`config.mk`:
```
export PLATFORM = sky130hd
export DESIGN_NAME = data_bus_ctrl
export DESIGN_NICKNAME = d
export VERILOG_FILES = /design/src/rtl/data_bus_ctrl_pkg.sv /design/src/rtl/data_bus_ctrl_byte_lane_merge.sv /design/src/rtl/data_bus_ctrl.sv
export SDC_FILE = /design/constraint.sdc
export NUM_CORES = 1
export LEC_CHECK = 0
export BUFFER_PORTS_ARGS = -buffer_cell sky130_fd_sc_hd__clkbuf_2
export CAP_MARGIN = 10
export CORE_UTILIZATION = 56
export CTS_CLUSTER_DIAMETER = 80
export DETAILED_ROUTE_END_ITERATION = 10
export HOLD_SLACK_MARGIN = 0.15
export PLACE_DENSITY = 0.87
export SLEW_MARGIN = 20
export SYNTH_ARGS = -nofsm -noshare
export SYNTH_HDL_FRONTEND = slang
export SYNTH_HIERARCHICAL = 1
export SYNTH_SLANG_ARGS = --single-unit
```
`constraint.sdc`:
```
create_clock -name clk_i -period 4.24 [get_ports clk_i]
set_input_delay 0.424 -clock clk_i [delete_from_list [all_inputs] [get_ports clk_i]]
set_output_delay 0.424 -clock clk_i [all_outputs]
set_load 0.05 [all_outputs]
```
`src/rtl/data_bus_ctrl_pkg.sv`:
```
`default_nettype none
// +------------------------------------------------------------------+
// | Module   : data_bus_ctrl_pkg                                     |
// | Brief    : Shared definitions for the data bus controller:       |
// |            FSM states, access size codes, address map and slave  |
// |            enable levels.                                        |
// | Revision : 1.0 - initial release                                 |
// +------------------------------------------------------------------+
package data_bus_ctrl_pkg;

    // Controller sequencing states
    typedef enum logic [1:0] {
        ST_IDLE = 2'd0,
        ST_RD   = 2'd1,
        ST_WR   = 2'd2,
        ST_RESP = 2'd3
    } state_t;

    // Access size codes as presented by the MEM stage
    localparam logic [1:0] SIZE_B   = 2'b00;
    localparam logic [1:0] SIZE_H   = 2'b01;
    localparam logic [1:0] SIZE_W   = 2'b10;
    localparam logic [1:0] SIZE_RSV = 2'b11;

    // Address map: RAM is [0:IO_BASE-1], IO is [IO_BASE:IO_LIMIT]
    localparam int IO_BASE_DEF  = 1024;
    localparam int IO_LIMIT_DEF = 2047;

    // Chip-enable levels understood by the slaves
    localparam logic ENABLE  = 1'b1;
    localparam logic DISABLE = 1'b0;

    // True when the low address bits break the natural alignment of the size
    function automatic logic size_misaligned(input logic [1:0] size, input logic [1:0] off);
        logic bad;
        bad = 1'b0;
        if (size == SIZE_H) begin
            bad = off[0];
        end else if (size == SIZE_W) begin
            bad = (off != 2'b00);
        end
        return bad;
    endfunction

endpackage
`default_nettype wire

```
`src/rtl/data_bus_ctrl_byte_lane_merge.sv`:
```
`default_nettype none
// +------------------------------------------------------------------+
// | Module   : data_bus_ctrl_byte_lane_merge                         |
// | Brief    : Big-endian lane logic. Inserts store data into a read |
// |            word and extracts/extends load data from it.          |
// | Revision : 1.0 - initial release                                 |
// +------------------------------------------------------------------+
module data_bus_ctrl_byte_lane_merge
    import data_bus_ctrl_pkg::*;
(
    input  logic [31:0] word_i,
    input  logic [31:0] data_i,
    input  logic [1:0]  offset_i,
    input  logic [1:0]  size_i,
    input  logic        uns_i,
    output logic [31:0] merged_o,
    output logic [31:0] load_o
);

    logic [4:0]  byte_sh;
    logic [4:0]  half_sh;
    logic [7:0]  byte_val;
    logic [15:0] half_val;

    // Offset 0 is the most significant lane, so the shift counts down with offset
    assign byte_sh  = {~offset_i, 3'b000};
    assign half_sh  = offset_i[1] ? 5'd0 : 5'd16;
    assign byte_val = 8'(word_i >> byte_sh);
    assign half_val = 16'(word_i >> half_sh);

    // Lane insertion for stores and lane extraction for loads
    always_comb begin
        merged_o = word_i;
        load_o   = word_i;
        case (size_i)
            SIZE_B: begin
                merged_o = (word_i & ~(32'h0000_00FF << byte_sh))
                         | ({24'h0, data_i[7:0]} << byte_sh);
                load_o   = uns_i ? {24'h0, byte_val} : {{24{byte_val[7]}}, byte_val};
            end
            SIZE_H: begin
                merged_o = (word_i & ~(32'h0000_FFFF << half_sh))
                         | ({16'h0, data_i[15:0]} << half_sh);
                load_o   = uns_i ? {16'h0, half_val} : {{16{half_val[15]}}, half_val};
            end
            SIZE_W: begin
                merged_o = data_i;
                load_o   = word_i;
            end
            default: begin
                merged_o = word_i;
                load_o   = word_i;
            end
        endcase
    end

endmodule
`default_nettype wire

```
`src/rtl/data_bus_ctrl.sv`:
```
`default_nettype none
// +------------------------------------------------------------------+
// | Module   : data_bus_ctrl                                         |
// | Brief    : MEM-stage master for the RAM/IO data bus. Decodes the |
// |            address, sequences read / write / read-modify-write   |
// |            accesses and stalls the pipeline until completion.    |
// | Revision : 1.0 - initial release                                 |
// +------------------------------------------------------------------+
module data_bus_ctrl
    import data_bus_ctrl_pkg::*;
#(
    parameter int ADDR_W     = 32,
    parameter int BUS_ADDR_W = 11,
    parameter int DATA_W     = 32,
    parameter int IO_BASE    = IO_BASE_DEF,
    parameter int IO_LIMIT   = IO_LIMIT_DEF
) (
    input  logic                  clk_i,
    input  logic                  rst_ni,
    input  logic                  req_i,
    input  logic                  req_we_i,
    input  logic [1:0]            req_size_i,
    input  logic                  req_uns_i,
    input  logic [ADDR_W-1:0]     req_addr_i,
    input  logic [DATA_W-1:0]     req_wdata_i,
    output logic                  stall_o,
    output logic                  ack_o,
    output logic                  err_o,
    output logic [DATA_W-1:0]     rdata_o,
    output logic                  ram_ce_o,
    output logic                  io_ce_o,
    output logic                  bus_we_o,
    output logic [BUS_ADDR_W-1:0] bus_addr_o,
    output logic [DATA_W-1:0]     bus_wdata_o,
    input  logic [DATA_W-1:0]     bus_rdata_i
);

    localparam logic [ADDR_W-1:0]     IO_LIMIT_A = ADDR_W'(IO_LIMIT);
    localparam logic [BUS_ADDR_W-1:0] IO_BASE_B  = BUS_ADDR_W'(IO_BASE);

    state_t                state_q,   state_d;
    logic [BUS_ADDR_W-1:0] addr_q,    addr_d;
    logic [1:0]            size_q,    size_d;
    logic                  we_q,      we_d;
    logic                  uns_q,     uns_d;
    logic                  err_q,     err_d;
    logic [DATA_W-1:0]     wdata_q,   wdata_d;
    logic [DATA_W-1:0]     rd_word_q, rd_word_d;

    logic                  req_err;
    logic                  io_sel;
    logic [DATA_W-1:0]     merged_word;
    logic [DATA_W-1:0]     load_value;

    // Range uses the full CPU address so 0x800 and above never alias onto the bus
    assign req_err = (req_size_i == SIZE_RSV)
                   || size_misaligned(req_size_i, req_addr_i[1:0])
                   || (req_addr_i > IO_LIMIT_A);

    // Slave select comes only from the latched address
    assign io_sel  = (addr_q >= IO_BASE_B);

    assign stall_o = req_i && !ack_o;

    data_bus_ctrl_byte_lane_merge u_lane (
        .word_i   (rd_word_q),
        .data_i   (wdata_q),
        .offset_i (addr_q[1:0]),
        .size_i   (size_q),
        .uns_i    (uns_q),
        .merged_o (merged_word),
        .load_o   (load_value)
    );

    // State and request latches; reset aborts any access in flight
    always_ff @(posedge clk_i or negedge rst_ni) begin
        if (!rst_ni) begin
            state_q   <= ST_IDLE;
            addr_q    <= '0;
            size_q    <= '0;
            we_q      <= 1'b0;
            uns_q     <= 1'b0;
            err_q     <= 1'b0;
            wdata_q   <= '0;
            rd_word_q <= '0;
        end else begin
            state_q   <= state_d;
            addr_q    <= addr_d;
            size_q    <= size_d;
            we_q      <= we_d;
            uns_q     <= uns_d;
            err_q     <= err_d;
            wdata_q   <= wdata_d;
            rd_word_q <= rd_word_d;
        end
    end

    // Next-state sequencing and bus/response outputs decoded from the current state
    always_comb begin
        state_d     = state_q;
        addr_d      = addr_q;
        size_d      = size_q;
        we_d        = we_q;
        uns_d       = uns_q;
        err_d       = err_q;
        wdata_d     = wdata_q;
        rd_word_d   = rd_word_q;
        ack_o       = 1'b0;
        err_o       = 1'b0;
        rdata_o     = '0;
        ram_ce_o    = DISABLE;
        io_ce_o     = DISABLE;
        bus_we_o    = 1'b0;
        bus_addr_o  = '0;
        bus_wdata_o = '0;

        case (state_q)
            ST_IDLE: begin
                if (req_i) begin
                    addr_d  = req_addr_i[BUS_ADDR_W-1:0];
                    size_d  = req_size_i;
                    we_d    = req_we_i;
                    uns_d   = req_uns_i;
                    wdata_d = req_wdata_i;
                    err_d   = req_err;
                    if (req_err) begin
                        state_d = ST_RESP;
                    end else if (req_we_i && (req_size_i == SIZE_W)) begin
                        state_d = ST_WR;
                    end else begin
                        state_d = ST_RD;
                    end
                end
            end
            ST_RD: begin
                ram_ce_o   = io_sel ? DISABLE : ENABLE;
                io_ce_o    = io_sel ? ENABLE : DISABLE;
                bus_addr_o = {addr_q[BUS_ADDR_W-1:2], 2'b00};
                rd_word_d  = bus_rdata_i;
                state_d    = we_q ? ST_WR : ST_RESP;
            end
            ST_WR: begin
                ram_ce_o    = io_sel ? DISABLE : ENABLE;
                io_ce_o     = io_sel ? ENABLE : DISABLE;
                bus_we_o    = 1'b1;
                bus_addr_o  = {addr_q[BUS_ADDR_W-1:2], 2'b00};
                bus_wdata_o = merged_word;
                state_d     = ST_RESP;
            end
            ST_RESP: begin
                ack_o   = 1'b1;
                err_o   = err_q;
                rdata_o = (!we_q && !err_q) ? load_value : '0;
                state_d = ST_IDLE;
            end
            default: begin
                state_d = ST_IDLE;
            end
        endcase
    end

endmodule
`default_nettype wire

```
==> summary by stage, run 1 <==
Place
The total half-perimeter wirelength after legalization and detailed placement is 12200 µm. The weighted congestion reported at the end of routability-driven placement is 0.903. Input and output buffers added on the ports amount to 181.

Outcome
The run finished with clean final reports.

Finish
The number of inserted filler cells in the final layout is 814. The total area of multi-input combinational cells is 3410 µm². The fraction of final layout cells sized beyond drive strength 1 is 0.440. Across the whole layout, storage elements account for 2050 µm². Relative to the synthesized area, the layout overhead comes to 19.0%. The count of nets after finishing is 817.

Clock network
TritonCTS built the clock tree. The H-tree was split into 3 levels. The CTS sink count is 82. The maximum number of buffers from clock root to sink is 2. The tree is rooted in a sky130_fd_sc_hd__clkbuf_8. The worst-skew pair later-pin latency is 0.38 ns. The number of instances resized during post-cts repair is 0. Once the clock tree was built, the setup fixing pass inserted 0 buffers. The clock-pin slew on the worst setup and hold paths is 0.09 ns. The CTS buffer count is 9.

Floorplanning
After floorplanning, the core was divided into 36 placement rows. The area of the die is 10700 µm². For this configuration, the core starts out at a cell density of 0.582.

The die is 103 µm wide. The floorplan step set the die height to 103 µm. The number of I/O pins is 184. The core region is 9860 µm².

Synth
The synthesis warning total is 6. The area fraction of the dominant cell type after synthesis is 0.358. The number of synthesized register bits is 82. Counting distinct cell types in the post-synthesis netlist gives 47. In the synthesized netlist the dominant register cell turns out to be sky130_fd_sc_hd__dfrtp_1.

The post-synthesis average cell area is 10.3 µm². For this run, asynchronously set or reset flops after synthesis account for 1.00. The cell taking the most area after synthesis is sky130_fd_sc_hd__dfrtp_1. The cell count after synthesis came out at 556. Counting flops with a built-in enable in the synthesized netlist gives 0. The synthesized netlist occupies a cell area of 5740 µm². In the post-synthesis netlist, the biggest area contributors are sky130_fd_sc_hd__dfrtp_1 (36%), sky130_fd_sc_hd__mux2_2 (18%), sky130_fd_sc_hd__mux2i_1 (8.4%). The register area share after synthesis is 0.358.

Setup path
The startpoint type of the worst setup path is a flip-flop. For the worst setup path, the data required time is 3.82 ns. The endpoint kind of the worst setup timing path is a primary output.

Walking the worst path, the cells encountered are o21ai_0 > mux2i_4 > mux2_2 > and2_1 > clkbuf_2. For flop-to-flop paths, the worst setup slack is 2.11 ns. The worst setup path is of the flip-flop to primary output kind.

At the worst endpoint, the arrival time is 2.94 ns. The highest cell delay on the worst timing path is 0.98 ns. Among all stages on the critical path, the largest delay is contributed by sky130_fd_sc_hd__dfrtp_2. Along the worst path, the maximum fanout reaches 40. The number of cells on the worst reg-to-reg path is 5.

Timing
The final-report max-slew violation count is 0. For this run, the top clock speed supported by timing is 0.297 GHz. Headroom to the max-slew limit came out at 0.306. Setup violations remaining at the end of the flow were counted as 0. For the pin with the worst max-slew slack, the measured transition is 1.04 ns.

The final period utilization is 0.793. Setup total negative slack on the finished layout was measured at 0 ns. The final hold violation count is 0. The clock skew after layout is 0.0156 ns. The tightest hold margin is 0.267 ns.

Setup repair after global routing left no endpoint under its margin. Subtracting the final worst setup slack from the clock period gives 3.36 ns.

Drt
The routed via count is 5063. The length of the first detailed-routing pass in iterations is 5. The number of DRC markers after the initial detailed-route iteration is 280. For this run, design rule violations remaining after detail routing come to 0. Dividing the detail-routed via count by the number of cells gives 5.98. The average wire length per cell after detail routing is 19.8 µm. The total wirelength of the detailed-routed design is 16800 µm. Once detail routing completed, the nets flagged for antenna violations numbered 0.

GRT
The first global-routing pass estimated 25500 µm of wire. The total track usage is 0.326. Summed over all layers, the global routing overflow is 0.

The number of antenna violations at the first check in global routing is 0. The via count of the first global-routing pass was 4957. The pin count of the biggest net entering global routing is 48.

Hold path
The number of cells on the worst hold path is 2. The min-delay analysis places its worst path in the category primary input to flip-flop.

Run
The total of max-cap violations is 0.
[metal layers]
metal | up-vias | GRT usage | share of wire
met3 | 45 | 0.0853 | 0.083
met4 | 0 | 0.135 | 0.028
met1 | 2422 | 0.402 | 0.41
met5 | - | 0 | 0
li1 | 2303 | - | -
met2 | 293 | 0.545 | 0.48
[cells in the final DEF (no fill, tap or decap), types with 4 or more instances in the layout]
master and count:
sky130_fd_sc_hd__nand2_1 47, sky130_fd_sc_hd__o21ai_0 26, sky130_fd_sc_hd__and2_1 76, sky130_fd_sc_hd__a221o_1 10, sky130_fd_sc_hd__o221ai_1 11, sky130_fd_sc_hd__nand3b_1 9
sky130_fd_sc_hd__mux2i_1 48, sky130_fd_sc_hd__ha_1 5, sky130_fd_sc_hd__inv_1 5, sky130_fd_sc_hd__nor2_1 13, sky130_fd_sc_hd__o311a_1 5, sky130_fd_sc_hd__a22oi_1 12
sky130_fd_sc_hd__a21oi_1 7, sky130_fd_sc_hd__nor4_1 4, sky130_fd_sc_hd__mux2_4 8, sky130_fd_sc_hd__a21o_1 5, sky130_fd_sc_hd__dfrtp_1 80, sky130_fd_sc_hd__clkbuf_8 10
sky130_fd_sc_hd__nor2b_1 7, sky130_fd_sc_hd__mux2_2 90, sky130_fd_sc_hd__clkbuf_2 180, sky130_fd_sc_hd__buf_4 8, sky130_fd_sc_hd__or4b_1 6
[flip-flops by register name (all words and copies together), names as in the netlist]
register and count:
rd_word_q 32, wdata_q 32, addr_q 11, size_q 2
state_q 2, err_q 1, uns_q 1, we_q 1
[synth_stat cells (2+ instances only)]
cell and number:
sky130_fd_sc_hd__a211oi_1 2, sky130_fd_sc_hd__a21o_1 5, sky130_fd_sc_hd__a21oi_1 7, sky130_fd_sc_hd__a221o_1 10
sky130_fd_sc_hd__a22oi_1 12, sky130_fd_sc_hd__a2bb2oi_1 3, sky130_fd_sc_hd__and2_1 76, sky130_fd_sc_hd__buf_1 4
sky130_fd_sc_hd__buf_2 18, sky130_fd_sc_hd__buf_4 11, sky130_fd_sc_hd__buf_6 2, sky130_fd_sc_hd__clkbuf_1 13
sky130_fd_sc_hd__dfrtp_1 82, sky130_fd_sc_hd__ha_1 5, sky130_fd_sc_hd__inv_1 5, sky130_fd_sc_hd__mux2_2 90
sky130_fd_sc_hd__mux2_4 8, sky130_fd_sc_hd__mux2i_1 48, sky130_fd_sc_hd__nand2_1 48, sky130_fd_sc_hd__nand2b_1 2
sky130_fd_sc_hd__nand3b_1 9, sky130_fd_sc_hd__nor2_1 13, sky130_fd_sc_hd__nor2b_1 7, sky130_fd_sc_hd__nor3_1 2
sky130_fd_sc_hd__nor4_1 4, sky130_fd_sc_hd__o21ai_0 26, sky130_fd_sc_hd__o221a_1 2, sky130_fd_sc_hd__o221a_2 3
sky130_fd_sc_hd__o221ai_1 11, sky130_fd_sc_hd__o311a_1 5, sky130_fd_sc_hd__or2_2 2, sky130_fd_sc_hd__or4b_1 6
[critical path, delay by kind of cell (launching register included)]
kind / cells / cell delay (ns)
AOI/OAI and AO/OA: 1 / 0.39
and+or+nand+nor: 1 / 0.16
buffers and inverters: 1 / 0.23
DFF: 1 / 0.98
muxes: 2 / 0.80
[per-stage QoR]
stage | instance area (µm²) | setup WS (ns) | std cells | utilization
after global placement | 6620 | 1.41 | 830 | 0.671
after detailed placement | 6620 | 1.34 | 830 | 0.671
after CTS | 6830 | 0.914 | 846 | 0.692
after floorplan | 5740 | 1.95 | 557 | -
final | 6830 | 0.876 | 847 | 0.692
after global routing | 6830 | 0.778 | 846 | 0.692
[area by class of cell]
type	count	share of cell area
multi-input combinational	422	0.500
antenna	1	0.000367
clock inverter	5	0.00916
inverter	5	0.00275
clock buffer	10	0.0202
tap	133	0.0244
sequential	82	0.301
timing repair buffer	189	0.142
[cells by family after synthesis]
family / synth area share
adder cells (fa/ha/maj): 0.0109
multiplexers: 0.285
buffers and inverters: 0.0484
AO/OA/AOI/OAI: 0.124
AND/OR/NAND/NOR: 0.174
flip-flops: 0.358
other: 0.000654
[worst paths after layout]
kind	end	from
worst min-delay path	rd_word_q[13]	bus_rdata_i[13]
worst min register to register	wdata_q[23]	wdata_q[23]
worst max-delay path	bus_wdata_o[3]	size_q[0]
max in group asynchronous	size_q[0]	rst_ni
min in group asynchronous	rd_word_q[24]	rst_ni
worst max register to register	wdata_q[1]	state_q[0]
[timing repair]
action,CTS,global route
hold endpoints to repair,35,0
hold buffers,1,0
endpoints found under the setup margin,0,0
Power of run 1 is left out: the tool's default activity adds up to more than one toggle a clock period on the data nets, which glitch-free logic cannot reach.
==> run 2, diff against run 1 <==
--- a/config.mk
+++ b/config.mk
@@ -5,13 +5,14 @@
 export SDC_FILE = /design/constraint.sdc
 export NUM_CORES = 1
 export LEC_CHECK = 0
+export ABC_AREA = 1
 export BUFFER_PORTS_ARGS = -buffer_cell sky130_fd_sc_hd__clkbuf_2
 export CAP_MARGIN = 10
-export CORE_UTILIZATION = 56
+export CORE_UTILIZATION = 48
 export CTS_CLUSTER_DIAMETER = 80
 export DETAILED_ROUTE_END_ITERATION = 10
 export HOLD_SLACK_MARGIN = 0.15
-export PLACE_DENSITY = 0.87
+export PLACE_DENSITY = 0.78
 export SLEW_MARGIN = 20
 export SYNTH_ARGS = -nofsm -noshare
 export SYNTH_HDL_FRONTEND = slang
==> constraint.sdc (replaced) <==
create_clock -name clk_i -period 2.99 [get_ports clk_i]
set_input_delay 0.299 -clock clk_i [delete_from_list [all_inputs] [get_ports clk_i]]
set_output_delay 0.299 -clock clk_i [all_outputs]
set_load 0.05 [all_outputs]
==> summary by stage, run 2 <==
Outcome
The flow ran to the end, and the final reports show no timing, DRC or antenna violations.

Drt
The detail-routed via count per cell is 5.29 (-11%). The number of DRC markers after the initial detailed-route iteration is 567 (+100%). The number of design rule violations left after detail routing is 0 (unchanged). The remaining number of nets flagged by the antenna check after routing is 0 (unchanged). The length of the first detailed-routing pass in iterations is 5 (unchanged). The average wire length per cell after detail routing is 16.5 µm (-17%). The total wirelength of the detailed-routed design is 19700 µm (+18%).

The routed via count is 6313 (+25%).

Place
The total half-perimeter wirelength after legalization and detailed placement is 14500 µm (+19%). The number of buffer cells added on primary ports is 181 (unchanged). The total cell area at the placement stage is 7690 µm² (+16%). The weighted congestion reported at the end of routability-driven placement is 0.931 (+3.0%).

Finish
The number of antenna diodes was 0 (-1). The sequential cell area is 2050 µm² (-0.12%). The total area of multi-input combinational cells is 3340 µm² (-2.1%). The final standard cell area without fillers is 8030 µm² (+18%). The library cell used most frequently in the layout, excluding fill and tap cells, is sky130_fd_sc_hd__nand2_1. The count of nets after finishing is 1128 (+38%).

The fraction of final layout cells sized beyond drive strength 1 is 0.289 (-0.152). The largest registers in the layout are rd_word_q (32), wdata_q (32), addr_q (11). In the layout the commonest cells are sky130_fd_sc_hd__nand2_1 (284), sky130_fd_sc_hd__clkbuf_2 (142), sky130_fd_sc_hd__inv_1 (116). From synthesis to final layout, the design area changed by 30.9%. The number of inserted filler cells in the final layout is 1104 (+36%).

Synth
The register area share after synthesis came to 0.335 (-0.0229). The combined area of all synthesized cells is 6130 µm² (+6.8%). The post-synthesis async set-or-reset flop share was 1.00 (unchanged). The synthesis warning total was 6 (unchanged). The number of enable-type register cells in the synthesized netlist is 0 (unchanged). The post-synthesis average cell area came to 7.13 µm² (-31%). The number of distinct library cell variants in the gate-level netlist after synthesis came to 28 (-40%). The synthesized instance count is 860 (+55%). sky130_fd_sc_hd__nand2_1 is the most common cell in the netlist. The area fraction of the dominant cell type after synthesis is 0.335 (-0.0229). The cell taking the most area after synthesis is sky130_fd_sc_hd__dfrtp_1. After synthesis, the most frequently instantiated cells are sky130_fd_sc_hd__nand2_1 (284), sky130_fd_sc_hd__inv_1 (116), sky130_fd_sc_hd__dfrtp_1 (82), sky130_fd_sc_hd__nor2_1 (69), sky130_fd_sc_hd__nand3_1 (60). The number of synthesized register bits is 82 (unchanged). Yosys attributes the largest share of cell area to sky130_fd_sc_hd__dfrtp_1 (33%), sky130_fd_sc_hd__nand2_1 (17%), sky130_fd_sc_hd__mux2_4 (9.3%). The prevailing post-synth register cell is sky130_fd_sc_hd__dfrtp_1.

Setup path
The category of the most critical setup path is flip-flop to primary output. The data arrival at the endpoint of the critical path is 2.50 ns (-0.44 ns). The maximum fanout count along the critical path is 31 (-23%). The worst setup path is captured at a primary output.

The data required time at the worst endpoint is 2.69 ns (-1.13 ns). The startpoint type of the worst setup path is a flip-flop.

GRT
The pin count of the biggest net entering global routing is 83 (+73%). The first-pass GRT wire length is 30700 µm (+21%). The global route total overflow is 0 (unchanged). The number of antenna violations at the first check in global routing is 0 (unchanged).

The via count of the first global-routing pass is 5902 (+19%). The total track usage came to 0.308 (-0.0176).

Timing
The slew at the pin closest to its max-slew limit came to 0.758 ns (-0.283 ns). In the finished design, the share of the clock period the worst path needs comes to 0.936. The final hold violation count is 0 (unchanged). After layout, the minimum clock period comes to 2.80 ns. The final-report max-slew violation count came to 0 (unchanged). The final setup TNS is 0 ns (unchanged).

The total setup violations reported at the end of the flow is 0 (unchanged). Setup repair after global routing left no endpoint under its margin. The clock skew after layout is 0.00885 ns (-0.00673 ns).

Based on the critical path, the design can be clocked at up to 0.357 GHz. The headroom to the max-slew limit is 0.495 (+0.189).

Floorplanning
The number of rows created at floorplan came to 40 (+11%). The die outline width is 115 µm (+11%). The area of the die is 13200 µm² (+24%). The number of I/O pins is 184 (unchanged). The starting utilization of the core area is 0.502 (-0.0796). The area of the core was 12200 µm² (+24%). The vertical extent of the die came to 115 µm (+11%).

Power
The maximum vdd ir drop is 0.00102 V. The static leakage is 4.44 nW. The total power per unit cell area is 1340 nW/µm².

Clock network
The clock-pin slew on the worst setup and hold paths is 0.07 ns (-0.02 ns). The deepest level of the CTS H-tree is 3 (unchanged). The maximum number of buffers from clock root to sink came to 2 (unchanged). The buffers inserted during post-CTS setup optimization is 0 (unchanged).

The CTS buffer count came to 9 (unchanged). The root buffer selected by CTS is sky130_fd_sc_hd__clkbuf_16. The worst-skew pair later-pin latency is 0.35 ns (-0.03 ns). The CTS sink count is 82 (unchanged). TritonCTS built the clock tree.

Run
The total of max-cap violations is 0 (unchanged).

Hold path
The tightest min-delay check is of the primary input to flip-flop type.
-- run 2: changes by cell type after synthesis, sizes merged, moves of 15 or more --
| cell | before | now |
|---|---|---|
| nand2 | 48 | 285 |
| inv | 5 | 119 |
| and2 | 76 | 0 |
| nand3 | 0 | 60 |
| nor2 | 14 | 71 |
| mux2i | 49 | 0 |
| mux2 | 98 | 74 |
| o21ai | 26 | 50 |
| nand4 | 1 | 16 |
-- run 2: worst max-delay path, cell delays in order, from the launching register on --
cell	delay, ns
sky130_fd_sc_hd__dfrtp_1	0.63
sky130_fd_sc_hd__nor2_4	0.38
sky130_fd_sc_hd__buf_12	0.23
sky130_fd_sc_hd__nand2_1	0.07
sky130_fd_sc_hd__nand2_1	0.22
sky130_fd_sc_hd__nand2_1	0.09
sky130_fd_sc_hd__nand3_1	0.10
sky130_fd_sc_hd__inv_1	0.04
sky130_fd_sc_hd__nor2_1	0.20
sky130_fd_sc_hd__buf_12	0.17
-- run 2: area by class of cell --
class                   instances  share of cell area
clock buffers                   9              0.0281
clock inverters                 7              0.0120
inverters                     119              0.0556
multi-input cells             608               0.417
flip-flops and latches         82               0.256
well taps                     168              0.0262
repair buffers                200               0.206
-- run 2: final timing paths --
| kind | start | endpoint | slack [ns] | cells after the start |
|---|---|---|---|---|
| min | req_addr_i[2] | addr_q[2] | 0.17 | 2 |
| min reg2reg | wdata_q[16] | wdata_q[16] | 0.51 | 1 |
| max reg2reg | state_q[1] | addr_q[3] | 1.00 | 5 |
| min in group asynchronous | rst_ni | wdata_q[18] | 0.57 | 2 |
| max in group asynchronous | rst_ni | rd_word_q[10] | 1.90 | 2 |
| max | size_q[1] | rdata_o[6] | 0.19 | 9 |
-- run 2: kinds of logic after synthesis --
logic type	Yosys count	synth area share
AOI/OAI and AO/OA	93	0.0855
and+or+nand+nor	434	0.289
DFF	82	0.335
buffers and inverters	171	0.120
adders and majority gates	5	0.0102
other	1	0.000612
muxes	74	0.159
-- run 2: power by group --
group,total (mW),leakage [nW],internal (mW),switching [mW]
Clock,1.18,0.154,0.673,0.503
Sequential,2.54,0.970,1.68,0.858
Combinational,7.05,3.32,2.64,4.41
Total,10.8,4.44,4.99,5.77
-- run 2: metal layers --
metal	wire (µm)	vias up	GRT usage
met3	1810	47	0.0833
met1	8010	2888	0.379
met2	9100	341	0.507
met4	785	0	0.141
li1	-	3037	-
met5	0	-	0
-- run 2: what timing repair did --
| action | 4_1_cts | 5_1_grt |
|---|---|---|
| endpoints found under the hold margin | 0 | 82 |
| hold buffers | 0 | 1 |
| resized for setup | 0 | 0 |
-- run 2: through the flow --
stage / total power, mW / utilization / hold slack [ns] / std cells / worst slack [ns]
2_1_floorplan: 7.31 / - / 0.00341 / 861 / 0.673
3_3_place_gp: 9.40 / 0.630 / 0.488 / 1176 / 0.670
3_5_place_dp: 9.49 / 0.630 / 0.492 / 1176 / 0.595
4_1_cts: 10.7 / 0.656 / 0.165 / 1192 / 0.213
5_1_grt: 11.4 / 0.657 / 0.163 / 1193 / 0.0226
6_report: 10.8 / 0.657 / 0.171 / 1193 / 0.191
(Power assumes the default switching activity.)
==> run 3, diff against run 2 <==
--- a/config.mk
+++ b/config.mk
@@ -8,6 +8,7 @@
 export ABC_AREA = 1
 export BUFFER_PORTS_ARGS = -buffer_cell sky130_fd_sc_hd__clkbuf_2
 export CAP_MARGIN = 10
+export CORE_ASPECT_RATIO = 0.5
 export CORE_UTILIZATION = 48
 export CTS_CLUSTER_DIAMETER = 80
 export DETAILED_ROUTE_END_ITERATION = 10
==> summary by stage, run 3 (synthesis gave the netlist of run 2 again) <==
Power
The fraction of power consumed by sequential logic is 0.238 (+0.002). The internal power contribution is 4.99 mW (about the same). The total power per unit cell area was 1360 nW/µm² (+1.4%). The switching power of the nets was 5.93 mW (+2.7%). The fraction of power consumed by combinational cells was 0.655 (about the same). The clock network power share was 0.107 (-0.002). The static leakage is 4.44 nW (about the same). The maximum vdd ir drop is 0.00133 V (+31%). The switching share of power came to 0.543 (+0.00664).

Setup path
The critical path goes through inv_1 > nor2_1 > buf_4 > nand2_1 > a21boi_0 > nand3_1 > nand2_1 > inv_1 > buf_12. The slowest library cell on the worst path is sky130_fd_sc_hd__a21boi_0. The startpoint type of the worst setup path is a flip-flop.

The startpoint identified for the worst register-to-register timing path is state_q[0]. The highest cell delay on the worst timing path is 0.57 ns (-0.06 ns). The endpoint kind of the worst setup timing path is a primary output. The data arrival at the endpoint of the critical path is 2.51 ns (about the same). The maximum fanout count along the critical path is 20 (-35%). The critical path startpoint is size_q[1]. The category of the most critical setup path is flip-flop to primary output. The data required time at the worst endpoint was 2.69 ns (about the same).

Clock network
The clock-pin slew on the worst setup and hold paths is 0.08 ns (about the same). The maximum number of buffers from clock root to sink is 2 (unchanged). TritonCTS built the clock tree. The deepest level of the CTS H-tree was 3 (unchanged). The CTS sink count is 82 (unchanged). The CTS buffer count is 9 (unchanged). The worst-skew pair later-pin latency was 0.34 ns (about the same). Clock tree synthesis selected as its root buffer the cell sky130_fd_sc_hd__clkbuf_16.

Timing
The slew at the pin closest to its max-slew limit is 0.849 ns (+0.0911 ns). The top achievable clock speed is 0.357 GHz (-0.17%). The final critical path time including I/O delays and setup is 2.80 ns (+0.00474 ns). The headroom to the max-slew limit is 0.434 (-0.0607). Setup repair after global routing left no endpoint under its margin. The final period utilization is 0.938 (+0.00158).

The final hold violation count is 0 (unchanged). The final setup TNS is 0 ns (unchanged). The final-report max-slew violation count is 0 (unchanged).

The total setup violations reported at the end of the flow is 0 (unchanged). The clock skew after layout is 0.00707 ns (-0.00178 ns).

Finish
The count of nets after finishing came to 1130 (+0.18%). The final standard cell area without fillers came to 8030 µm² (about the same). The layout overhead on the synthesized area was 31.0% (about the same). The largest registers in the layout are rd_word_q (32), wdata_q (32), addr_q (11). The fraction of final layout cells sized beyond drive strength 1 is 0.291 (+0.00236). The number of antenna diodes came to 0 (unchanged). The top cell types in the final layout, fill and taps aside, are sky130_fd_sc_hd__nand2_1 (284), sky130_fd_sc_hd__clkbuf_2 (142), sky130_fd_sc_hd__inv_1 (116). The library cell used most frequently in the layout, excluding fill and tap cells, is sky130_fd_sc_hd__nand2_1.

Floorplanning
The number of I/O pins is 184 (unchanged). The area of the die is 13300 µm² (+0.21%). The number of rows created at floorplan was 28 (-30%). The area of the core is 12100 µm² (-0.74%). The die outline width is 162 µm (+41%). The vertical extent of the die is 81.9 µm (-29%). The starting utilization of the core area is 0.506 (+0.00373).

Hold path
The startpoint identified for the worst hold timing path is req_addr_i[6]. The path class of the lowest-slack min-delay path is primary input to flip-flop.

GRT
The number of antenna violations at the first check in global routing is 0 (unchanged). The global route total overflow is 0 (unchanged). The first-pass GRT wire length came to 32200 µm (+4.9%).

The pin count of the biggest net entering global routing is 83 (unchanged). The total track usage is 0.324 (+0.0159). The via count of the first global-routing pass is 5768 (-2.3%).

Run
The total of max-cap violations came to 0 (unchanged).

Drt
The average wire length per cell after detail routing is 17.6 µm (+6.5%). The routed via count was 6388 (+1.2%). The total wirelength of the detailed-routed design is 21000 µm (+6.5%). The number of design rule violations left after detail routing is 0 (unchanged). The number of DRC markers after the initial detailed-route iteration was 723 (+28%). The length of the first detailed-routing pass in iterations is 5 (unchanged).

The detail-routed via count per cell is 5.36 (+1.3%). The remaining number of nets flagged by the antenna check after routing came to 0 (unchanged).

Place
The number of buffer cells added on primary ports is 181 (unchanged). The total half-perimeter wirelength after legalization and detailed placement came to 15800 µm (+9.0%). The weighted congestion reported at the end of routability-driven placement was 0.949 (+2.0%).

The total cell area at the placement stage was 7690 µm² (about the same).

Outcome
The flow ran to the end, and the final reports show no timing, DRC or antenna violations.
[run 3: metrics by stage]
stage | setup slack, ns | utilization | cells | total power, mW | hold WS [ns]
2_1_floorplan | 0.673 | - | 861 | 7.31 | 0.00341
3_3_place_gp | 0.538 | 0.634 | 1175 | 9.48 | 0.491
3_5_place_dp | 0.466 | 0.634 | 1175 | 9.59 | 0.492
4_1_cts | 0.101 | 0.660 | 1191 | 10.8 | 0.173
5_1_grt | 0.0579 | 0.662 | 1192 | 11.6 | 0.173
6_report | 0.186 | 0.662 | 1192 | 10.9 | 0.181
[run 3: worst paths after layout]
kind / endpoint / cells after the start / slack [ns]
worst max-delay path: bus_wdata_o[10] / 9 / 0.19
worst min-delay path: addr_q[6] / 2 / 0.18
worst max register to register: wdata_q[13] / 4 / 1.05
worst min register to register: addr_q[9] / 1 / 0.52
max in group asynchronous: addr_q[1] / 2 / 1.83
min in group asynchronous: addr_q[7] / 2 / 0.60
[run 3: area by class of cell]
cell class              instances  area (µm²)
inverters                     119         447
fillers                      1065        4090
repair buffers                202        1660
flip-flops and latches         82        2050
well taps                     165         206
multi-input cells             608        3360
clock buffers                   9         225
clock inverters                 7        80.1
[run 3: power groups by stage]
| stage | Clock, mW | Combinational, mW | Sequential (mW) |
|---|---|---|---|
| after global placement | 0 | 6.93 | 2.55 |
| final | 1.17 | 7.15 | 2.60 |
| after CTS | 1.19 | 7.05 | 2.54 |
| after global routing | 1.23 | 7.76 | 2.66 |
| after detailed placement | 0 | 7.04 | 2.55 |
| after floorplan | 0 | 5.20 | 2.10 |
[run 3: layer usage]
layer / wire, µm / global-route usage
met1: 9770 / 0.473
met2: 8640 / 0.465
met3: 2400 / 0.105
met4: 177 / 0.0613
met5: 0 / 0
[run 3: what timing repair did]
| item | CTS | global route |
|---|---|---|
| hold buffers | 0 | 1 |
| resized for setup | 0 | 4 |
| setup endpoints to repair | 0 | 16 |
| buffers inserted | 0 | 0 |
| hold endpoints to repair | 0 | 82 |
[run 3: critical path, delay by kind of cell, from the launching register on]
family,cells,cell delay [ns]
compound gates,1,0.57
simple gates,4,0.40
buf+inv,4,0.63
flops,1,0.55
